**src/rtl/rf_pkg.sv**
```systemverilog
// Shared constants for the architectural register file.
// Provides data width, register count, index width, ROB tag width and the
// reserved "no pending writer" tag value used by the top and its read ports.
package rf_pkg;

    localparam int XLEN      = 32;
    localparam int NREG      = 32;
    localparam int REG_IDX_W = 5;
    localparam int TAG_W     = 5;

    // Valid ROB tags run 1..ROB_SIZE; tag 0 is reserved for "value valid".
    localparam int ROB_SIZE  = 31;

    localparam logic [TAG_W-1:0] TAG_NONE = '0;

endpackage

```
**src/rtl/rf_read_port.sv**
```systemverilog
// One combinational read port of the register file.
// Ports:
//   i_idx          register index being read
//   i_vals/i_tags  current architectural values and pending rename tags
//   i_commit_*     retiring instruction (valid already qualified by rdy_in)
//   o_val/o_label  value and pending tag seen by the issuing instruction
module rf_read_port
    import rf_pkg::*;
(
    input  logic [REG_IDX_W-1:0] i_idx,
    input  logic [XLEN-1:0]      i_vals [NREG],
    input  logic [TAG_W-1:0]     i_tags [NREG],
    input  logic                 i_commit_valid,
    input  logic [REG_IDX_W-1:0] i_commit_rd,
    input  logic [XLEN-1:0]      i_commit_res,
    input  logic [TAG_W-1:0]     i_commit_lab,
    output logic [XLEN-1:0]      o_val,
    output logic [TAG_W-1:0]     o_label
);

    logic w_bypass;

    // A retiring write only satisfies the reader when it is the youngest
    // writer of that register, i.e. its tag still owns the register.
    assign w_bypass = i_commit_valid && (i_commit_rd == i_idx) &&
                      (i_tags[i_idx] == i_commit_lab);

    always_comb begin
        o_val   = i_vals[i_idx];
        o_label = i_tags[i_idx];
        if (i_idx == '0) begin
            o_val   = '0;
            o_label = TAG_NONE;
        end else if (w_bypass) begin
            o_val   = i_commit_res;
            o_label = TAG_NONE;
        end
    end

endmodule

```
**src/rtl/register_file.sv**
```systemverilog
// Architectural register file with per-register rename tags, feeding the ROB.
// Ports:
//   clk, rst_in (async active-low), rdy_in (global enable)
//   rs1_addr/rs2_addr -> rf_val1/rf_val2, rf_label1/rf_label2 (combinational)
//   rename_en/rename_rd/rename_tag   destination tag of the issuing instruction
//   commit_en/commit_rd/commit_res/commit_lab   ROB retirement
//   flush_in   mispredict flush, drops every pending tag
module register_file
    import rf_pkg::*;
(
    input  logic                 clk,
    input  logic                 rst_in,
    input  logic                 rdy_in,
    input  logic [REG_IDX_W-1:0] rs1_addr,
    input  logic [REG_IDX_W-1:0] rs2_addr,
    output logic [XLEN-1:0]      rf_val1,
    output logic [XLEN-1:0]      rf_val2,
    output logic [TAG_W-1:0]     rf_label1,
    output logic [TAG_W-1:0]     rf_label2,
    input  logic                 rename_en,
    input  logic [REG_IDX_W-1:0] rename_rd,
    input  logic [TAG_W-1:0]     rename_tag,
    input  logic                 commit_en,
    input  logic [REG_IDX_W-1:0] commit_rd,
    input  logic [XLEN-1:0]      commit_res,
    input  logic [TAG_W-1:0]     commit_lab,
    input  logic                 flush_in
);

    logic [XLEN-1:0]  r_val [NREG];
    logic [TAG_W-1:0] r_tag [NREG];

    logic w_commit_valid;

    assign w_commit_valid = commit_en && rdy_in;

    rf_read_port u_read1 (
        .i_idx          (rs1_addr),
        .i_vals         (r_val),
        .i_tags         (r_tag),
        .i_commit_valid (w_commit_valid),
        .i_commit_rd    (commit_rd),
        .i_commit_res   (commit_res),
        .i_commit_lab   (commit_lab),
        .o_val          (rf_val1),
        .o_label        (rf_label1)
    );

    rf_read_port u_read2 (
        .i_idx          (rs2_addr),
        .i_vals         (r_val),
        .i_tags         (r_tag),
        .i_commit_valid (w_commit_valid),
        .i_commit_rd    (commit_rd),
        .i_commit_res   (commit_res),
        .i_commit_lab   (commit_lab),
        .o_val          (rf_val2),
        .o_label        (rf_label2)
    );

    // Write side. Statement order encodes priority: the commit tag-clear is
    // issued first so that a flush or a same-register rename later in the
    // block overrides it. Register 0 is never written, so its tag stays 0.
    always_ff @(posedge clk or negedge rst_in) begin
        if (!rst_in) begin
            for (int i = 0; i < NREG; i++) begin
                r_val[i] <= '0;
                r_tag[i] <= TAG_NONE;
            end
        end else if (rdy_in) begin
            if (commit_en && (commit_rd != '0)) begin
                r_val[commit_rd] <= commit_res;
                if (r_tag[commit_rd] == commit_lab) begin
                    r_tag[commit_rd] <= TAG_NONE;
                end
            end
            if (flush_in) begin
                for (int i = 0; i < NREG; i++) begin
                    r_tag[i] <= TAG_NONE;
                end
            end else if (rename_en && (rename_rd != '0)) begin
                r_tag[rename_rd] <= rename_tag;
            end
        end
    end

endmodule

```
**config.mk**
```make
export PLATFORM = sky130hd
export DESIGN_NAME = register_file
export DESIGN_NICKNAME = d
export VERILOG_FILES = /design/src/rtl/rf_pkg.sv /design/src/rtl/rf_read_port.sv /design/src/rtl/register_file.sv
export SDC_FILE = /design/constraint.sdc
export NUM_CORES = 2
export LEC_CHECK = 0
export ABC_AREA = 1
export BUFFER_PORTS_ARGS = -buffer_cell sky130_fd_sc_hd__clkbuf_2
export CORE_ASPECT_RATIO = 1.75
export CORE_MARGIN = 3
export CORE_UTILIZATION = 55
export CTS_BUF_LIST = sky130_fd_sc_hd__clkbuf_4
export DETAILED_ROUTE_END_ITERATION = 8
export PLACE_DENSITY = 0.71
export SYNTH_ARGS = -nofsm -noshare
export SYNTH_HDL_FRONTEND = slang
export SYNTH_SLANG_ARGS = --single-unit
```
**constraint.sdc**
```tcl
create_clock -name clk -period 5.05 [get_ports clk]
set_input_delay 0.505 -clock clk [delete_from_list [all_inputs] [get_ports clk]]
set_output_delay 0.505 -clock clk [all_outputs]
set_load 0.005 [all_outputs]
```
==> metrics.md <==
| Metric | Value |
|---|---|
| Run status | `finished, final reports clean` |
| Max-slew violations | `0` |
| Layout cell share with drive strength beyond 1 | `0.0799` |
| Setup violators final | `0` |
| Fillers | `12282` |
| DP Area | `71900 um2` |
| Initial core utilization | `0.557` |
| Buffer count from post-CTS setup fixing | `0` |
| Inserted Clock Buffers | `313` |
| Lkg Pwr | `35.4 nW` |
| Yosys reg bits | `1184` |
| Async SR Flop Fraction | `1.00` |
| Number of global-route vias before repair | `71531` |
| Syn_nets | `10538` |
| Cell count after placement | `11505` |
| Vias per Instance | `between 6 and 7` |
| Die area | `134000 um2` |
| Post-layout worst setup margin | `between 0.15 and 0.2 ns` |
| HPWL Detailed | `between 150000 and 200000 um` |
| Top FF cell, synth | `dfrtp_1` |
| Core area | `127000 um2` |
| Slew at the pin closest to its max-slew limit | `1.41 ns` |
| Wire length per cell | `around 24 um` |
| Max Buffers Root-to-Sink | `4` |
| Clk pin slew, worst setup/hold paths | `0.07 ns` |
| Worst endpoint required time | `between 4 and 5 ns` |
| Setup TNS | `0 ns` |
| Post-layout min period | `4.86 ns` |
| Power Density | `around 310 nW/um2` |
| I/O Buffers | `141` |
| DP Worst Slack | `slightly below 0.9 ns` |
| CP cell instances | `inv_1 > nand2_1 > nand3_1 > nand3_1 > nand3_1 > nand3_1 > nand2_1 > nand2_1 > nand2_1 > nand2_1 > nor2_1 > buf_4 > nand2_1 > buf_4 > nand2_1 > nor2_1 > clkbuf_2` |
| Layout net count | `a little over 10000` |
| Max-slew headroom | `0.0550` |
| Total Routed Length | `294000 um` |
| Area growth, synth to finish | `6.39%` |
| MaxCap Viol Count | `0` |
| Crit-path slowest cell | `dfrtp_1` |
| Layout Utilization | `0.592` |
| GRT busiest layer | `met2` |
| Drt pass-1 iters | `8` |
| Crit share post-route | `0.961` |
| Met3 Use GR | `0.108` |
| H-tree depth | `5` |
| Delay-heaviest family, CP | `simple AND/OR/NAND/NOR gates` |
| Initial antenna violation count | `11` |
| Post-synth EDFFs | `0` |
| Finished Layout Cells | `12013` |
| Synth area leaders | `dfrtp_1 (42%), nand2_1 (20%), o21ai_0 (10%)` |
| Synth area leader | `dfrtp_1` |
| RSZ-0062 raised after global routing | `no` |
| Grt total ovfl | `0` |
| Met1 GRT Util | `0.519` |
| Remaining DRCs | `0` |
| CP Launch Type | `register` |
| Total power | `23.8 mW` |
| Kind of path behind the tightest hold check | `primary input to register` |
| Final Skew | `0.0850 ns` |
| Crit Path Max Fanout | `20` |
| Clk root buf | `clkbuf_4` |
| Area of the multi-input gates | `36000 um2` |
| Die Wd | `~280 um` |
| Largest net degree at the start of global routing | `about 170` |
| Mapped Cells | `about 10000` |
| Final Hold Viols | `0` |
| First-pass GRT wire length | `approximately 440000 um` |
| Cell area after layout | `75500 um2` |
| Crit path buffers/inverters | `4` |
| Met2 Use GR | `0.651` |
| Insertion delay to the later sink of the worst-skew pair | `between 1 and 1.5 ns` |
| CTS tree | `yes` |
| Area occupied by registers | `29600 um2` |
| Max incr delay on CP | `0.40 ns` |
| Chip height | `481 um` |
| Num Clock Sinks | `1184` |
| Syn Std Cell Area | `71000 um2` |
| Mapped Avg Cell Area | `slightly below 7 um2` |
| Vias | `76556` |
| All-Layer GR Usage | `0.430` |
| RePlAce Congestion | `1.09` |
| Top cell type's share of synthesized area | `0.417` |
| Synth cell types | `40` |
| Drt initial violations | `~11000` |
| Num rows | `173` |
| Worst VDD drop | `0.000214 V` |
| YS warnings | `0` |
| Io pins | `142` |
| FMAX | `just over 200 MHz` |
| Crit Path Class | `register to output pin` |
| Arr. time, crit path | `between 4 and 5 ns` |
| Cell mode on critical path | `nand2_1` |
| Seq/Total Area, Yosys | `0.417` |
| Setup crit end kind | `output pin` |
| Post-DRT Antenna Nets | `0` |
| Final hold slack | `0.0685 ns` |
==> where the power goes <==
| part | total, mW | internal (mW) | switching, mW |
|---|---|---|---|
| Sequential | 11.4 | 10.5 | 0.818 |
| Clock | 8.07 | 3.91 | 4.16 |
| Combinational | 4.36 | 1.37 | 3.00 |
| Total | 23.8 | 15.8 | 7.97 |
==> final timing paths <==
kind | cells after the start | endpoint | startpoint | slack (ns)
setup / recovery | 17 | rf_label1[2] | r_tag[43] | 0.19
hold / removal | 3 | r_val[820] | commit_res[20] | 0.07
setup reg to reg | 15 | r_tag[61] | r_tag[82] | 1.75
hold reg to reg | 0 | r_val[1014] | r_val[1014] | 0.38
max in group asynchronous | 4 | r_val[669] | rst_in | 3.58
min in group asynchronous | 3 | r_val[261] | rst_in | 0.38
==> registers in the layout (all words and copies together) (netlist names) <==
register and count:
r_tag 160, r_val 1024
==> worst register-to-register path, stage by stage (launching register included) <==
cell and delay [ns]:
dfrtp_1 0.38, inv_1 0.20, o21ai_0 0.13, o21ai_0 0.94
nand2_1 0.10, nor2_1 0.17, nand2_1 0.06, nand2_1 0.05
nand2_1 0.08, nor2_4 0.11, buf_12 0.37, nand3_4 0.28
nand2_1 0.13, nand2_1 0.05, nand2_1 0.05, nand2_1 0.04
==> layout make-up <==
class	instances	area share
multi-input combinational	7901	0.477
sequential	1184	0.392
clock buffer	413	0.0410
timing repair buffer	310	0.0337
tap	1662	0.0275
inverter	461	0.0235
clock inverter	69	0.00459
antenna	13	0.000431
==> cell families (layout without fill, tap and decap cells) <==
group,after synthesis,after routing,share of synthesized area
AND/OR/NAND/NOR,4996,4996,0.286
flip-flops,1184,1184,0.417
XOR/XNOR,2,2,0.000247
other,0,13,0
AO/OA/AOI/OAI,2903,2903,0.217
buffers and inverters,1385,1253,0.0792
==> cells in the final DEF, fill, tap and decap left out, types with 9 or more instances in the layout <==
| master | instances |
|---|---|
| diode_2 | 13 |
| o21ai_1 | 15 |
| a221oi_1 | 56 |
| o21ai_0 | 1460 |
| o31ai_1 | 52 |
| clkbuf_4 | 413 |
| clkinv_1 | 51 |
| o211ai_1 | 93 |
| dfrtp_1 | 1184 |
| inv_1 | 448 |
| a31oi_1 | 26 |
| nand3_1 | 712 |
| buf_12 | 37 |
| inv_2 | 12 |
| nand3_4 | 32 |
| and3_1 | 26 |
| nor2_1 | 384 |
| a22oi_1 | 13 |
| buf_4 | 124 |
| nand2_1 | 3763 |
| nand4_1 | 24 |
| clkinv_2 | 9 |
| a21oi_1 | 1093 |
| clkbuf_2 | 129 |
| nand2_4 | 31 |
| a211oi_1 | 70 |
| a32o_1 | 11 |
| dlygate4sd3_1 | 12 |
==> synth_stat cells (70+ instances only) <==
cell and n:
inv_1 455, buf_1 92, nand2_1 3794, nor2_1 388, nand3_1 715, o21ai_0 1460
a21oi_1 1094, clkbuf_1 632, dfrtp_1 1184, buf_2 170, a211oi_1 70, o211ai_1 93
==> metal layers <==
metal,wire length (um),up-vias
li1,-,34040
met2,128000,5411
met3,35600,1472
met1,102000,35633
met5,0,-
met4,27500,0
==> timing repair <==
action | in CTS | in global routing
hold buffers | 13 | 0
endpoints found under the setup margin | 0 | 5
resized for setup | 0 | 1
hold endpoints to repair | 830 | 0
(Power assumes the default switching activity.)
